<file path="config.mk">
export PLATFORM = sky130hd
export DESIGN_NAME = instr_fetch_unit
export DESIGN_NICKNAME = d
export VERILOG_FILES = /design/src/rtl/instr_fetch_unit.sv
export SDC_FILE = /design/constraint.sdc
export NUM_CORES = 1
export LEC_CHECK = 0
export CORE_ASPECT_RATIO = 0.6
export CORE_MARGIN = 4
export CORE_UTILIZATION = 30
export CTS_BUF_LIST = sky130_fd_sc_hd__clkbuf_2
export DETAILED_ROUTE_END_ITERATION = 6
export SLEW_MARGIN = 0
export SYNTH_ARGS = -nofsm -noshare
export SYNTH_HDL_FRONTEND = slang
export SYNTH_SLANG_ARGS = --single-unit
</file>
<file path="constraint.sdc">
create_clock -name clk -period 1.8 [get_ports clk]
set_input_delay 0.45 -clock clk [delete_from_list [all_inputs] [get_ports clk]]
set_output_delay 0.45 -clock clk [all_outputs]
set_load 0.05 [all_outputs]
</file>
<file path="src/rtl/instr_fetch_unit.sv">
// Instruction fetch stage: issues reads at the current PC, latches the
// instruction for decode, and drives PC advance/redirect loads back to the PC register.
module instr_fetch_unit #(
    parameter int ADDR_W  = 16,
    parameter int DATA_W  = 16,
    parameter int PC_STEP = 1,
    parameter int TIMEOUT = 15
) (
    input  logic              clk,
    input  logic              reset,
    input  logic [ADDR_W-1:0] pc,
    output logic [ADDR_W-1:0] mem_addr,
    output logic              mem_rd_en,
    input  logic [DATA_W-1:0] mem_rdata,
    input  logic              mem_ready,
    output logic [DATA_W-1:0] ir,
    output logic              ir_valid,
    input  logic              ir_ack,
    input  logic              redirect,
    input  logic [ADDR_W-1:0] redirect_pc,
    output logic [ADDR_W-1:0] in_pc,
    output logic              en_pc,
    output logic              fetch_err
);

    localparam int CNT_W = (TIMEOUT < 2) ? 1 : $clog2(TIMEOUT + 1);

    typedef enum logic [1:0] {
        IDLE,
        REQ,
        HOLD,
        ERR
    } state_t;

    state_t            state;
    logic [CNT_W-1:0]  wait_cnt;
    logic [ADDR_W-1:0] fetch_pc;

    // The PC register commits a load on the same edge we start a request, so
    // while en_pc is high the address to fetch is in_pc, not the stale pc.
    assign fetch_pc = en_pc ? in_pc : pc;

    // NOTE: all state and outputs update with non-blocking assignments so every
    // branch below sees the pre-edge values of state, en_pc and in_pc.
    always_ff @(posedge clk) begin
        if (reset) begin
            state     <= IDLE;
            wait_cnt  <= '0;
            mem_addr  <= '0;
            mem_rd_en <= 1'b0;
            ir        <= '0;
            ir_valid  <= 1'b0;
            in_pc     <= '0;
            en_pc     <= 1'b0;
            fetch_err <= 1'b0;
        end else begin
            en_pc <= 1'b0;
            if (redirect && state != ERR) begin
                en_pc     <= 1'b1;
                in_pc     <= redirect_pc;
                ir_valid  <= 1'b0;
                mem_rd_en <= 1'b0;
                wait_cnt  <= '0;
                state     <= IDLE;
            end else begin
                case (state)
                    IDLE: begin
                        state     <= REQ;
                        mem_rd_en <= 1'b1;
                        mem_addr  <= fetch_pc;
                        wait_cnt  <= '0;
                    end
                    REQ: begin
                        if (mem_ready) begin
                            ir        <= mem_rdata;
                            ir_valid  <= 1'b1;
                            en_pc     <= 1'b1;
                            in_pc     <= pc + ADDR_W'(PC_STEP);
                            mem_rd_en <= 1'b0;
                            wait_cnt  <= '0;
                            state     <= HOLD;
                        end else if (wait_cnt == CNT_W'(TIMEOUT - 1)) begin
                            fetch_err <= 1'b1;
                            mem_rd_en <= 1'b0;
                            state     <= ERR;
                        end else begin
                            wait_cnt <= wait_cnt + CNT_W'(1);
                        end
                    end
                    HOLD: begin
                        if (ir_ack) begin
                            ir_valid  <= 1'b0;
                            mem_rd_en <= 1'b1;
                            mem_addr  <= fetch_pc;
                            wait_cnt  <= '0;
                            state     <= REQ;
                        end
                    end
                    ERR: begin
                        state <= ERR;
                    end
                    default: begin
                        state <= IDLE;
                    end
                endcase
            end
        end
    end

endmodule

</file>
### Yosys cells after proc, flatten, opt, wreduce, memory -nomap -nowiden

Index checks and enable logic that the tools add are counted.

| cells by class | value |
|---|---|
| add/subtract/negate cells | 2 |
| $mul | 0 |
| divide/modulo/power cells | 0 |
| order comparisons | 0 |
| eq/ne operators | 9 |
| shifts and indexed selects | 0 |
| mux-type cells | 24 |
| bitwise operators | 2 |
| reductions and logical operators | 16 |

Operator list:

| kind | number |
|---|---|
| $mux W16 | 5 |
| $pmux W16 S2 | 1 |
| $add A16 B1 Y16 const B | 1 |
| $reduce_and A3 Y1 | 5 |
| $mux W4 | 3 |
| $pmux W4 S3 | 1 |
| $mux W1 | 8 |
| $pmux W2 S4 | 1 |
| $reduce_bool A2 Y1 | 4 |
| $mux W2 | 3 |
| $ne A2 B2 Y1 const B | 3 |
| $ne A3 B3 Y1 const B | 2 |
| $add A4 B1 Y4 const B | 1 |
| $eq A2 B2 Y1 const B | 2 |
| $eq A4 B4 Y1 const B | 1 |
| $reduce_and A2 Y1 | 2 |
| $reduce_and A4 Y1 | 1 |
| $pmux W1 S3 | 1 |
| $reduce_bool A3 Y1 | 1 |
| $eq A2 B1 Y1 const B | 1 |
| $logic_not A2 Y1 | 1 |
| $not A1 Y1 | 2 |
| $pmux W1 S2 | 1 |
| $reduce_or A2 Y1 | 1 |
| $logic_and A1 B1 Y1 | 1 |

| storage, ports and cells | value |
|---|---|
| register bits | 58 |
| latch bits | 0 |
| bits in writable memories | 0 |
| bits in read-only memories | 0 |
| bits of input ports | 53 |
| output and inout bits | 52 |
| memories | 0 |

### Longest topological paths before layout

Gate-level depths: netlist of the first run.

| depth | value |
|---|---|
| depth in word-level cells | 4 |
| gate-level depth with buffers | 6 |
| depth with buffers taken out | 6 |

### Worst setup path before layout of the first run

Ideal clock, no wire load.

| path | value |
|---|---|
| path kind | register -> register |
| from | register en_pc |
| to | register mem_addr[3] |
| setup time | 0.137 ns |
| data arrival time | 1.458 ns |
| slack | 0.205 ns |
| stages on the path, launching flop included | 5 |
| buffers on the path | 2 |
| clock period less this slack | 1.595 ns |
| cell sequence | dfxtp_1 buf_2 buf_2 mux2i_1 a211oi_1 |

| between the ends | value |
|---|---|
| word-level cells in the longest chain between the ends | 3 |

Ends and longest elaborated chain:

| element | RTL line | source |
|---|---|---|
| start, declared | 22 | `output logic en_pc,` |
| start signal, assigned | 54 | `en_pc <= 1'b0;` |
| start signal, assigned | 57 | `en_pc <= 1'b0;` |
| start signal, assigned | 59 | `en_pc <= 1'b1;` |
| $mux W16 (*) | 41 | `assign fetch_pc = en_pc ? in_pc : pc;` |
| $mux W16 | 91 | `if (ir_ack) begin` |
| $pmux W16 S2 (*) | 66 | `case (state)` |
| end signal, assigned | 70 | `mem_addr <= fetch_pc;` |
| end signal, assigned | 94 | `mem_addr <= fetch_pc;` |
| end, declared | 12 | `output logic [ADDR_W-1:0] mem_addr,` |

Mark *: on every way between the ends. The rest lies on a longest branch, timed or not. The select of a mux whose other input is x is not followed.
A chain may end at the register's enable or synchronous reset.

### Final worst setup path of the first run

| path | value |
|---|---|
| from | register en_pc |
| to | output port en_pc |

No word-level cell between the ends.

==> metrics, run 1 <==
syn_nets=around 390; Synth cell types=48; most common cell after layout, fill and taps aside=buf_4; crit share post-route=94.32%; GRT overflow=0; RR Endpoint=in_pc[14]; DIE WIDTH=around 130 microns; Initial Util=31.08%; GRT Overall Usage=between 15 and 20%; Hold Crit Depth=4; Flop pwr share=around 48%; Final Setup Violations=0; Die Ht=between 80 and 90 microns; power per cell area=between 600 and 700 nW/um^2; Ports=approximately 110; n_diodes=0; Mapped Avg Cell Area=8.620 sq um; relative slew slack=73.93%; largest net degree at the start of global routing=34; Gate power share=between 20% and 30%; number of synthesized register bits=between 50 and 60; share of layout cells above drive strength 1=about a quarter; final antenna-violating net count=0; Internal=1.896 mW; unrepaired setup endpoints after global routing=no; clk buf depth=2; CP Max Fanout=14; DP HPWL=around 7.2 mm; Max Cap Viol=0; Inst Count DP=roughly 600; fillcell total=around 920; Core Util, Final=45.79%; setup_tns=0 ns; reg2reg setup slack=about 0.25 ns; clock power share=roughly 23%; Lkg Pwr=between 1.5 and 2 nW; Final Hold Vio Count=0; number of antenna violations at the first check in global routing=0; vias per inst=4.863; worst r2r path cells=5; outcome=completed; hold endpoint=in_pc[15]; final slew viol count=0; Final #Nets=525; Area Overhead vs Synth=47.31%; Arr. time, crit path=about 1.3 ns; Worst setup SP type=flop; Synth Flop Type=dfxtp_1; worst vdd ir=between 0.4 and 0.5 mV; CTS tree=built; die area=roughly 11000 sq um; Worst Skew=0.02593 ns; CTS clock-pin slew for the worst setup and hold paths=about 0.17 ns; vias in the first global route=between 2000 and 3000; PortBufs=~100; worst r2r src=state[0]; synthesis warning total=0; CTS Sinks=58; post-synth top area share=around two fifths; DR pass1 iterations=4; cts hold-fix bufs=0; Final Instance Count excl. Fillers=a little over 600; worst slew pin tran=approximately 0.39 ns; core area=9290 sq um; CTS Root Cell=clkbuf_2; Post-synth EDFFs=0; Final Cell Area=between 4000 and 5000 sq um; worst skew pair latency=a little under 0.5 ns; H-tree lvl count=3; CP endpoint kind=output pin; CP Data Required Time=1.35 ns; average wire per standard cell=about 15 microns; Period minus WS final=roughly 1.7 ns; Synth Cell Area=between 2000 and 3000 sq um; Fmax achieved=around 0.59 GHz; Num CTS Buffers=9; placed standard-cell area=4174 sq um; Routability Congestion=between 0.8 and 0.9; first-pass GRT wire length=around 15 mm; synth top area cells=dfxtp_1 (40%), mux2i_1 (6.2%), a21oi_1 (5.5%), nand2_1 (4.9%), a211oi_1 (4.2%); Core Rows=27; register area share after synthesis=between 40% and 50%; residual DRC count=0; WL final=9.177 mm; Yosys top cell by area=dfxtp_1; most frequent cells in the layout=buf_4 (94), dfxtp_1 (58), clkdlybuf4s50_1 (51), nand2_1 (38), a21oi_1 (32); hold path startpoint=reset; Sw Share=35.38%; worst min path class=in2reg; Via Count=between 2000 and 3000; crit path kind=reg2out; Post-synth ARST share=0%; Syn Inst Count=around 340; sw power=between 1 and 1.5 mW; Iter 0 DRT Violations=between 150 and 200
==> per-layer routing <==
metal	vias to the layer above	track usage (%)	routed length (microns)
li1	1488	-	-
met3	8	6.446	983
met4	0	3.604	74
met1	1344	23.08	4209
met5	-	0	0
met2	97	24.31	3910
==> cell usage after synthesis, types with 6 or more instances <==
library cell	number
clkbuf_1	7
nor3_1	9
and4_1	6
or3_1	12
nand2_1	38
mux2i_1	18
buf_2	11
nor2_1	28
o21ai_0	6
nor4_1	6
o22ai_1	9
a21oi_1	32
a211oi_1	16
nand2b_1	9
nand3_1	11
a22oi_1	7
dfxtp_1	58
==> cells by family after synthesis <==
| group | synth area share [%] |
|---|---|
| AO/OA/AOI/OAI | 18.67 |
| XOR/XNOR | 1.820 |
| adder cells (fa/ha/maj) | 1.300 |
| buffers and inverters | 6.456 |
| flip-flops | 40.21 |
| multiplexers | 6.629 |
| AND/OR/NAND/NOR | 24.91 |
==> state kept, by name, summed over array words and instances, names as in the netlist <==
| register | flops |
|---|---|
| en_pc | 1 |
| fetch_err | 1 |
| in_pc | 16 |
| ir | 16 |
| ir_valid | 1 |
| mem_addr | 16 |
| mem_rd_en | 1 |
| state | 2 |
| wait_cnt | 4 |
==> timing repair <==
action | CTS | global route
resized for setup | 1 | 0
setup buffers | 0 | 0
endpoints found under the setup margin | 1 | 0
==> worst max-delay path, stage by stage (launching register included) <==
cell     delay, ns
dfxtp_1       0.36
buf_6         0.22
buf_12        0.17
==> cell type report <==
cell class	count	area (sq um)	area share [%]
Sequential cell	58	1161	27.29
Clock inverter	5	21.27	0.5000
Multi-Input combinational cell	246	1546	36.35
Inverter	4	15.01	0.3529
Tap cell	130	162.7	3.824
Clock buffer	11	55.05	1.294
Timing Repair Buffer	150	1292	30.38
==> worst max path at each step <==
stage | to | start | slack, ns
final | en_pc | en_pc | 0.10
after global routing | en_pc | en_pc | 0.03
after CTS | en_pc | en_pc | 0.04
after detailed placement | in_pc[3] | mem_ready | -0.37
after global placement | in_pc[3] | mem_ready | -0.35
after floorplan | mem_addr[3] | en_pc | 0.20
==> power by group through the flow <==
stage	logic, mW	registers [mW]	clock network, mW
finish	0.866	1.41	0.660
detailed placement	0.870	1.44	0
floorplan	0.262	1.66	0
global route	0.927	1.42	0.750
global placement	0.864	1.43	0
CTS	0.873	1.41	0.686
==> metrics by stage <==
stage	setup WS [ns]	hold slack, ns	power (mW)
after detailed placement	-0.3746	0.4498	2.307
after global routing	0.02539	0.3700	3.095
final	0.1022	0.3855	2.935
after floorplan	0.2046	0.4587	1.919
after CTS	0.04218	0.3369	2.968
after global placement	-0.3523	0.4421	2.299
Power figures use the tool's default switching activity.
==> inputs of run 2 (changes only) <==
- ABC_CLOCK_PERIOD_IN_PS: unset -> 1800
==> results of run 2 <==
Same layout as run 1: the final DEF is identical, and so are final timing and power.
